===== src/rtl/wb_regfile_pkg.sv =====
// Shared CPU definitions used by the writeback stage and the control unit.
package wb_regfile_pkg;

  localparam int unsigned XLEN      = 32;
  localparam int unsigned REG_IDX_W = 5;

  // Writeback result source; encoding 2'b11 is reserved and treated as ALU.
  typedef enum logic [1:0] {
    RES_ALU = 2'b00,
    RES_MEM = 2'b01,
    RES_PC4 = 2'b10
  } resultsrc_e;

endpackage : wb_regfile_pkg


===== src/rtl/wb_regfile_if.sv =====
// MEM/WB pipeline register outputs as seen by the writeback stage.
interface wb_regfile_if #(
  parameter int unsigned XLEN = wb_regfile_pkg::XLEN
);
  import wb_regfile_pkg::*;

  logic                 validW;
  logic                 regwriteW;
  logic [1:0]           resultsrcW;
  logic [XLEN-1:0]      aluresultW;
  logic [XLEN-1:0]      readdataW;
  logic [REG_IDX_W-1:0] rdW;
  logic [XLEN-1:0]      pcplus4W;

  modport master (
    output validW, regwriteW, resultsrcW, aluresultW, readdataW, rdW, pcplus4W
  );

  modport slave (
    input validW, regwriteW, resultsrcW, aluresultW, readdataW, rdW, pcplus4W
  );

endinterface : wb_regfile_if


===== src/rtl/wb_regfile_2r1w.sv =====
// Integer register storage: one write port, two combinational read ports,
// x0 hardwired to zero and optional write-to-read bypass.
module regfile_2r1w
  import wb_regfile_pkg::*;
#(
  parameter int unsigned XLEN      = wb_regfile_pkg::XLEN,
  parameter int unsigned NREGS     = 32,
  parameter bit          BYPASS_EN = 1'b1
) (
  input  logic                 clk_i,
  input  logic                 rst_i,
  input  logic                 we_i,
  input  logic [REG_IDX_W-1:0] waddr_i,
  input  logic [XLEN-1:0]      wdata_i,
  input  logic [REG_IDX_W-1:0] raddr1_i,
  input  logic [REG_IDX_W-1:0] raddr2_i,
  output logic [XLEN-1:0]      rdata1_o,
  output logic [XLEN-1:0]      rdata2_o
);

  // x0 has no storage; entries start at x1.
  logic [XLEN-1:0] regs_q [1:NREGS-1];

  // Commit one write per edge; reset clears every register immediately.
  always_ff @(posedge clk_i or negedge rst_i) begin
    if (!rst_i) begin
      for (int i = 1; i < int'(NREGS); i++) begin
        regs_q[i] <= '0;
      end
    end else if (we_i && (waddr_i != '0) && (32'(waddr_i) < NREGS)) begin
      regs_q[waddr_i] <= wdata_i;
    end
  end

  // Read port 1: zero during reset or for x0, bypass the pending write, else storage.
  always_comb begin
    rdata1_o = '0;
    if (rst_i && (raddr1_i != '0) && (32'(raddr1_i) < NREGS)) begin
      if (BYPASS_EN && we_i && (raddr1_i == waddr_i)) begin
        rdata1_o = wdata_i;
      end else begin
        rdata1_o = regs_q[raddr1_i];
      end
    end
  end

  // Read port 2: same policy as port 1.
  always_comb begin
    rdata2_o = '0;
    if (rst_i && (raddr2_i != '0) && (32'(raddr2_i) < NREGS)) begin
      if (BYPASS_EN && we_i && (raddr2_i == waddr_i)) begin
        rdata2_o = wdata_i;
      end else begin
        rdata2_o = regs_q[raddr2_i];
      end
    end
  end

endmodule : regfile_2r1w


===== src/rtl/wb_regfile.sv =====
// Writeback stage: result select, register commit and retired-instruction count.
module wb_regfile
  import wb_regfile_pkg::*;
#(
  parameter int unsigned XLEN      = wb_regfile_pkg::XLEN,
  parameter int unsigned NREGS     = 32,
  parameter bit          BYPASS_EN = 1'b1
) (
  input  logic                 clk_i,
  input  logic                 rst_i,
  wb_regfile_if.slave          memwb,
  input  logic [REG_IDX_W-1:0] rs1D_i,
  input  logic [REG_IDX_W-1:0] rs2D_i,
  output logic [XLEN-1:0]      rd1D_o,
  output logic [XLEN-1:0]      rd2D_o,
  output logic [XLEN-1:0]      resultW_o,
  output logic                 weW_o,
  output logic [63:0]          instret_o
);

  logic [63:0] instret_q;

  // Result mux; the reserved select code falls back to the ALU result.
  always_comb begin
    resultW_o = memwb.aluresultW;
    case (resultsrc_e'(memwb.resultsrcW))
      RES_MEM: resultW_o = memwb.readdataW;
      RES_PC4: resultW_o = memwb.pcplus4W;
      default: resultW_o = memwb.aluresultW;
    endcase
  end

  // Write enable: real instruction, writes rd, rd is not x0, and not in reset.
  always_comb begin
    weW_o = rst_i & memwb.validW & memwb.regwriteW & (memwb.rdW != '0);
  end

  // Retire counter counts every valid WB slot and wraps silently.
  always_ff @(posedge clk_i or negedge rst_i) begin
    if (!rst_i) begin
      instret_q <= '0;
    end else if (memwb.validW) begin
      instret_q <= instret_q + 64'd1;
    end
  end

  assign instret_o = instret_q;

  regfile_2r1w #(
    .XLEN      (XLEN),
    .NREGS     (NREGS),
    .BYPASS_EN (BYPASS_EN)
  ) u_regs (
    .clk_i    (clk_i),
    .rst_i    (rst_i),
    .we_i     (weW_o),
    .waddr_i  (memwb.rdW),
    .wdata_i  (resultW_o),
    .raddr1_i (rs1D_i),
    .raddr2_i (rs2D_i),
    .rdata1_o (rd1D_o),
    .rdata2_o (rd2D_o)
  );

endmodule : wb_regfile


===== src/flat_wrapper.sv =====
// flat-port wrapper written by rule: the top's interface ports become plain ports
module wb_regfile_flat import wb_regfile_pkg::*;
#(
  parameter int unsigned XLEN      = wb_regfile_pkg::XLEN,
  parameter int unsigned NREGS     = 32,
  parameter bit          BYPASS_EN = 1'b1
)
  (clk_i, rst_i, rs1D_i, rs2D_i, rd1D_o, rd2D_o, resultW_o, weW_o, instret_o, memwb_validW, memwb_regwriteW, memwb_resultsrcW, memwb_aluresultW, memwb_readdataW, memwb_rdW, memwb_pcplus4W);
  wb_regfile_if #(.XLEN(XLEN)) memwb_i ();
  input  logic clk_i;
  input  logic rst_i;
  input  logic [REG_IDX_W-1:0] rs1D_i;
  input  logic [REG_IDX_W-1:0] rs2D_i;
  output logic [XLEN-1:0] rd1D_o;
  output logic [XLEN-1:0] rd2D_o;
  output logic [XLEN-1:0] resultW_o;
  output logic weW_o;
  output logic [63:0] instret_o;
  input wire logic [$bits(memwb_i.validW)-1:0] memwb_validW;
  input wire logic [$bits(memwb_i.regwriteW)-1:0] memwb_regwriteW;
  input wire logic [$bits(memwb_i.resultsrcW)-1:0] memwb_resultsrcW;
  input wire logic [$bits(memwb_i.aluresultW)-1:0] memwb_aluresultW;
  input wire logic [$bits(memwb_i.readdataW)-1:0] memwb_readdataW;
  input wire logic [$bits(memwb_i.rdW)-1:0] memwb_rdW;
  input wire logic [$bits(memwb_i.pcplus4W)-1:0] memwb_pcplus4W;
  assign memwb_i.validW = memwb_validW;
  assign memwb_i.regwriteW = memwb_regwriteW;
  assign memwb_i.resultsrcW = memwb_resultsrcW;
  assign memwb_i.aluresultW = memwb_aluresultW;
  assign memwb_i.readdataW = memwb_readdataW;
  assign memwb_i.rdW = memwb_rdW;
  assign memwb_i.pcplus4W = memwb_pcplus4W;
  wb_regfile #(.XLEN(XLEN), .NREGS(NREGS), .BYPASS_EN(BYPASS_EN)) u_core (.clk_i(clk_i), .rst_i(rst_i), .memwb(memwb_i), .rs1D_i(rs1D_i), .rs2D_i(rs2D_i), .rd1D_o(rd1D_o), .rd2D_o(rd2D_o), .resultW_o(resultW_o), .weW_o(weW_o), .instret_o(instret_o));
endmodule

===== config.mk =====
export PLATFORM = sky130hd
export DESIGN_NAME = wb_regfile_flat
export DESIGN_NICKNAME = d
export VERILOG_FILES = /design/src/rtl/wb_regfile_pkg.sv /design/src/rtl/wb_regfile_if.sv /design/src/rtl/wb_regfile_2r1w.sv /design/src/rtl/wb_regfile.sv /design/src/flat_wrapper.sv
export SDC_FILE = /design/constraint.sdc
export NUM_CORES = 2
export LEC_CHECK = 0
export CAP_MARGIN = 10
export CORE_MARGIN = 2
export CORE_UTILIZATION = 23
export CTS_BUF_LIST = sky130_fd_sc_hd__clkbuf_8
export DETAILED_ROUTE_END_ITERATION = 10
export MAX_ROUTING_LAYER = met4
export SLEW_MARGIN = 20
export SYNTH_ARGS = -nofsm -noshare
export SYNTH_HDL_FRONTEND = slang
export SYNTH_SLANG_ARGS = --single-unit

===== constraint.sdc =====
create_clock -name clk_i -period 3.3 [get_ports clk_i]
set_input_delay 0.33 -clock clk_i [delete_from_list [all_inputs] [get_ports clk_i]]
set_output_delay 0.33 -clock clk_i [all_outputs]
set_load 0.02 [all_outputs]

==> Word level (Yosys, flattened, before mapping) <==
Index checks and enable logic that the tools add are counted.
{ "op_classes": {"n_reduce_logical": 9, "magnitude_cmp": 4, "n_mux": 14, "eq_ne": 4, "add_sub_neg": 1, "bitwise": 6} }
{ "op_table": {"columns": ["operator", "count"], "rows": [
  ["$bwmux 992", 1],
  ["$bmux 32 s5", 2],
  ["$mux 32", 9],
  ["$demux 32 s5", 1],
  ["$add 64x1->64 const B", 1],
  ["$pmux 32 s2", 1],
  ["$ge 6x6->1 const B", 3],
  ["$not 5->6", 3],
  ["$reduce_bool 5->1", 3],
  ["$eq 5x5->1", 2],
  ["$logic_and 1x1->1", 6],
  ["$lt 6x1->1 const B", 1],
  ["$and 1x1->1", 3],
  ["$eq 2x1->1 const B", 1],
  ["$eq 2x2->1 const B", 1]
]} }
{ "totals": {"output_inout_bits": 161, "reg_bits": 1056, "input_bits": 117} }

==> Logic depth before layout (Yosys ltp) <==
{ "depth": {"word_depth": 6, "ltp_mapped": 9, "mapped_depth_nobuf": 7} }

==> Cells and area by module <==
From an unflattened synthesis, not the netlist that was laid out.
{ "unflattened": {"cells_unflattened": 4053, "area_unflattened_um2": 57289.9} }
{ "modules_own_cells": {"columns": ["mod", "seq_area_each_um2", "area_per_inst_um2", "n_inst", "cells_each"], "rows": [
  ["regfile_2r1w", 24823.8, 53641.4, 1, 3668],
  ["wb_regfile", 1601.5, 3648.5, 1, 385]
]} }

==> Least setup slack after synthesis <==
No wires, ideal clock.
{ "synth_timing": {"kind": "input port to output port", "from": "in memwb_validW", "to": "out rd2D_o[10]", "arrival_ps": 2125, "path_stages": 8, "slack_ps": 845, "required_time_ps": 2970, "cell_sequence": "buf_2 > nand3_1 > a21oi_1 > and4_1 > clkbuf_1 > buf_2 > nor3_1 > a21oi_1"} }
{ "synth_between": {"elab_chain_cells": 6} }
{ "synth_lines": {"columns": ["item", "line", "rtl"], "rows": [
  ["from (decl)", "flat_wrapper.sv:19", "input wire logic [$bits(memwb_i.validW)-1:0] memwb_validW;"],
  ["$and 1x1->1 (3 in a row)", "wb_regfile.sv:35", "weW_o = rst_i & memwb.validW & memwb.regwriteW & (memwb.rdW != '0);"],
  ["via weW_o", "flat_wrapper.sv:17", "output logic weW_o;"],
  ["$logic_and 1x1->1", "wb_regfile_2r1w.sv:51", "if (BYPASS_EN && we_i && (raddr2_i == waddr_i)) begin"],
  ["$mux 32", "wb_regfile_2r1w.sv:51", null],
  ["$mux 32", "wb_regfile_2r1w.sv:50", "if (rst_i && (raddr2_i != '0) && (32'(raddr2_i) < NREGS)) begin"],
  ["to (decl)", "flat_wrapper.sv:15", "output logic [XLEN-1:0] rd2D_o;"]
]} }
The timed path passes the listed nets, and every way through them passes these cells.

==> Final worst setup path <==
{ "layout_timing": {"from": "in memwb_validW", "to": "out rd1D_o[28]"} }
{ "layout_between": {"elab_chain_cells": 6} }
{ "layout_lines": {"columns": ["item", "line", "rtl"], "rows": [
  ["$and 1x1->1 (3 in a row)", "wb_regfile.sv:35", null],
  ["$logic_and 1x1->1", "wb_regfile_2r1w.sv:39", "if (BYPASS_EN && we_i && (raddr1_i == waddr_i)) begin"],
  ["$mux 32", "wb_regfile_2r1w.sv:39", null],
  ["$mux 32", "wb_regfile_2r1w.sv:38", "if (rst_i && (raddr1_i != '0) && (32'(raddr1_i) < NREGS)) begin"],
  ["to (decl)", "flat_wrapper.sv:14", "output logic [XLEN-1:0] rd1D_o;"]
]} }
No other way between the ends.

==> run summary <==
Die Width - 500 um
Post-route insts no fill - 9305
Bufs on Longest Clock Path - 3
Setup crit end kind - primary output
Pwr per Cell Area - 471 nW/um2
Row count - 182
Final max-slew violation count - 0
Routability cong. - 0.880
All-Layer GR Usage - 17.7%
Avg WL per Cell - 23.7 um
Via-to-Cell Ratio - 5.15
Layout Nets - 6060
Post-detail-place hpwl - 141000 um
Layout Utilization - 28.3%
Design area - 69400 um2
Layout cells sized above 1 - 22.9%
Core Footprint - 245000 um2
Remaining antenna violation count - 0
GRT met3 Usage - 4.17%
Most Used Layer, Global Route - met2
Clk root buf - clkbuf_8
Largest net degree at the start of global routing - 192
DRC viols - 0
DRT iter0 DRCs - 4887
Synthesis-to-layout area growth - 22.6%
Synthesis-stage register bit count - 1056
Sink Count - 1056
Prevailing post-synth register cell - dfrtp_1
Vias - 47900
RSZ-0062 raised after global routing - yes
Dpl cells - 8956
Pre-antenna DRT Iters - 7
CTS tree - built
Worst-path clk slew - 0.05 ns
Mapped Avg Cell Area - 10.0 um2
Post-synth EDFFs - 0
WL final - 220000 um
Synthesized cell area - 56600 um2
Cell count after synthesis - 5641
First-pass GRT wire length - 324000 um
Worst Skew - 0.0792 ns
Synthesized Nets - 5761
Yosys warns - 0
DIE AREA - 250000 um2
Vias in the first global route - 47800
GR Overflow Total - 0
Critical Path Fanout Max - 8
Relative slew slack - 30.6%
Initial Util - 23.1%
Area taken by multi-input logic gates - 28000 um2
Ys async rst share - 100%
Reg area - 26400 um2
Worst-Skew Late Latency - 0.98 ns
Crit path kind - primary input to primary output
Tcrit/Tclk final - 99.6%
Met1 GRT Util - 21.5%
Num CTS Buffers - 183
MaxCap Viol Count - 0
Actual slew at the worst max-slew pin - 1.04 ns
Total negative slack - 0 ns
Distinct cells, synth - 65
H-tree depth - 4
Data arrival, critical path - 2.96 ns
M2 GR Usage - 27.0%
Endpoints failing setup - 0
Power, Total - 32.7 mW
Worst IR Drop VDD - 0.000309 V
Count of input and output buffers - 277
I/O pin total - 278
Hold Fails Final Rpt - 0
DIE HEIGHT - 500 um
Register area share after synthesis - 46.7%
Status - complete, no violations
Filler cell count - 25500
Min-delay worst type - primary input to register
Initial antenna violation count - 31
Min Tclk post-route - 3.29 ns
Crit start category - primary input
Area after DPL - 65000 um2
Max Fclk - 304 MHz
Leakage - 29.9 nW
Worst endpoint required time - 2.97 ns
==> placed cells by master, fill, tap and decap left out, types with 10 or more instances in the layout <==
| master | Yosys | final |
|---|---|---|
| a211oi_1 | 14 | 10 |
| a21oi_1 | 41 | 33 |
| a221oi_1 | 14 | 14 |
| a22oi_1 | 93 | 91 |
| buf_12 | 3 | 100 |
| buf_4 | 35 | 336 |
| clkbuf_8 | 0 | 224 |
| clkdlybuf4s50_1 | 0 | 197 |
| clkinv_2 | 0 | 20 |
| dfrtp_1 | 1056 | 1056 |
| dlygate4sd2_1 | 0 | 21 |
| inv_1 | 54 | 105 |
| mux2_2 | 353 | 353 |
| mux2i_1 | 253 | 245 |
| mux4_1 | 13 | 13 |
| mux4_2 | 198 | 198 |
| nand2_1 | 1164 | 1147 |
| nand2_2 | 3 | 15 |
| nand3_1 | 29 | 15 |
| nand3_4 | 0 | 14 |
| nand4_1 | 19 | 19 |
| nor2_1 | 82 | 80 |
| nor2b_1 | 34 | 29 |
| nor3_1 | 110 | 104 |
| nor3_2 | 12 | 17 |
| o21a_1 | 31 | 31 |
| o21ai_0 | 997 | 996 |
| o21ai_1 | 44 | 44 |
| o221ai_1 | 44 | 40 |
| o22ai_1 | 201 | 201 |
| o311ai_0 | 50 | 31 |
| o311ai_1 | 12 | 26 |
| xnor2_1 | 37 | 37 |
| xor2_1 | 36 | 36 |
==> cells by family after synthesis <==
kind of cell    share of synthesized area, %
buf+inv                                 4.98
fa+ha+maj                             0.0663
compound gates                          16.0
flops                                   46.7
simple gates                            11.1
mux                                     20.0
xor+xnor                                1.13
==> registers in the layout, indices dropped and copies added (netlist names) <==
name	flops
u_core.instret_o	64
u_core.u_regs.regs_q	992
==> power by group <==
group,total [mW],internal (mW),switching [mW]
combinational,5.34,2.23,3.11
sequential,14.5,13.8,0.704
clock,12.8,6.71,6.08
total,32.7,22.8,9.90
==> path summary, 6_finish.rpt <==
kind / startpoint / end / slack (ns) / depth (start not counted)
min: memwb_validW / u_core.instret_o[0]$_DFFE_PN0P_ / 0.23 / 3
max reg2reg: u_core.instret_o[19]$_DFFE_PN0P_ / u_core.instret_o[63]$_DFFE_PN0P_ / 0.96 / 5
min reg2reg: u_core.instret_o[63]$_DFFE_PN0P_ / u_core.instret_o[63]$_DFFE_PN0P_ / 0.47 / 1
max in group asynchronous: rst_i / u_core.u_regs.regs_q[290]$_DFFE_PN0P_ / 0.66 / 5
min in group asynchronous: rst_i / u_core.u_regs.regs_q[806]$_DFFE_PN0P_ / 0.68 / 3
max: memwb_validW / rd1D_o[28] / 0.01 / 12
==> synthesized netlist by cell type (13+ instances only) <==
master / instances / area (um2)
nand2_1: 1164 / 4370
dfrtp_1: 1056 / 26400
o21ai_0: 997 / 4990
clkbuf_1: 358 / 1340
mux2_2: 353 / 3980
mux2i_1: 253 / 2530
o22ai_1: 201 / 1260
mux4_2: 198 / 4460
buf_2: 112 / 561
nor3_1: 110 / 551
a22oi_1: 93 / 698
nor2_1: 82 / 308
inv_1: 54 / 203
o311ai_0: 50 / 438
o21ai_1: 44 / 220
o221ai_1: 44 / 385
a21oi_1: 41 / 205
xnor2_1: 37 / 324
xor2_1: 36 / 315
buf_4: 35 / 263
nor2b_1: 34 / 213
o21a_1: 31 / 233
nand3_1: 29 / 145
buf_6: 23 / 259
buf_1: 19 / 71.3
nand4_1: 19 / 119
a211oi_1: 14 / 105
a221oi_1: 14 / 123
mux4_1: 13 / 342
==> layout make-up <==
cell class / count / area share (%)
Multi-Input combinational cell: 3974 / 40.3
Sequential cell: 1056 / 38.1
Timing Repair Buffer: 671 / 9.92
Tap cell: 3220 / 5.80
Clock buffer: 224 / 4.44
Clock inverter: 97 / 1.11
Inverter: 54 / 0.292
Antenna cell: 9 / 0.0324
==> metrics by stage <==
step,hold slack (ns),worst slack [ns]
global placement,0.460,-0.596
global route,0.178,-0.0746
detailed placement,0.460,-0.565
floorplan,0.0344,0.845
CTS,0.132,-0.0239
finish,0.232,0.0131
==> critical path, stage by stage <==
cell and delay, ns:
clkdlybuf4s50_1 0.51, buf_12 0.17, and3_4 0.20, nand4_1 0.14, buf_4 0.19, o211a_4 0.27, buf_4 0.15, buf_12 0.15
o311ai_2 0.08, o211ai_1 0.35, buf_4 0.27, buf_12 0.12
==> what timing repair did <==
action,in CTS,in global routing
buffers inserted,17,2
pin swaps,8,3
hold buffers,1,0
endpoints found under the hold margin,207,0
gates resized for setup,93,28
setup endpoints to repair,59,19
==> layer usage <==
| metal | vias to the layer above | part of all wire (%) |
|---|---|---|
| met3 | 660 | 8.8 |
| met4 | 0 | 6.1 |
| met2 | 2341 | 46 |
| met5 | - | 0 |
| li1 | 20900 | - |
| met1 | 24000 | 39 |
Note: power is estimated with default switching activity, not from simulation.
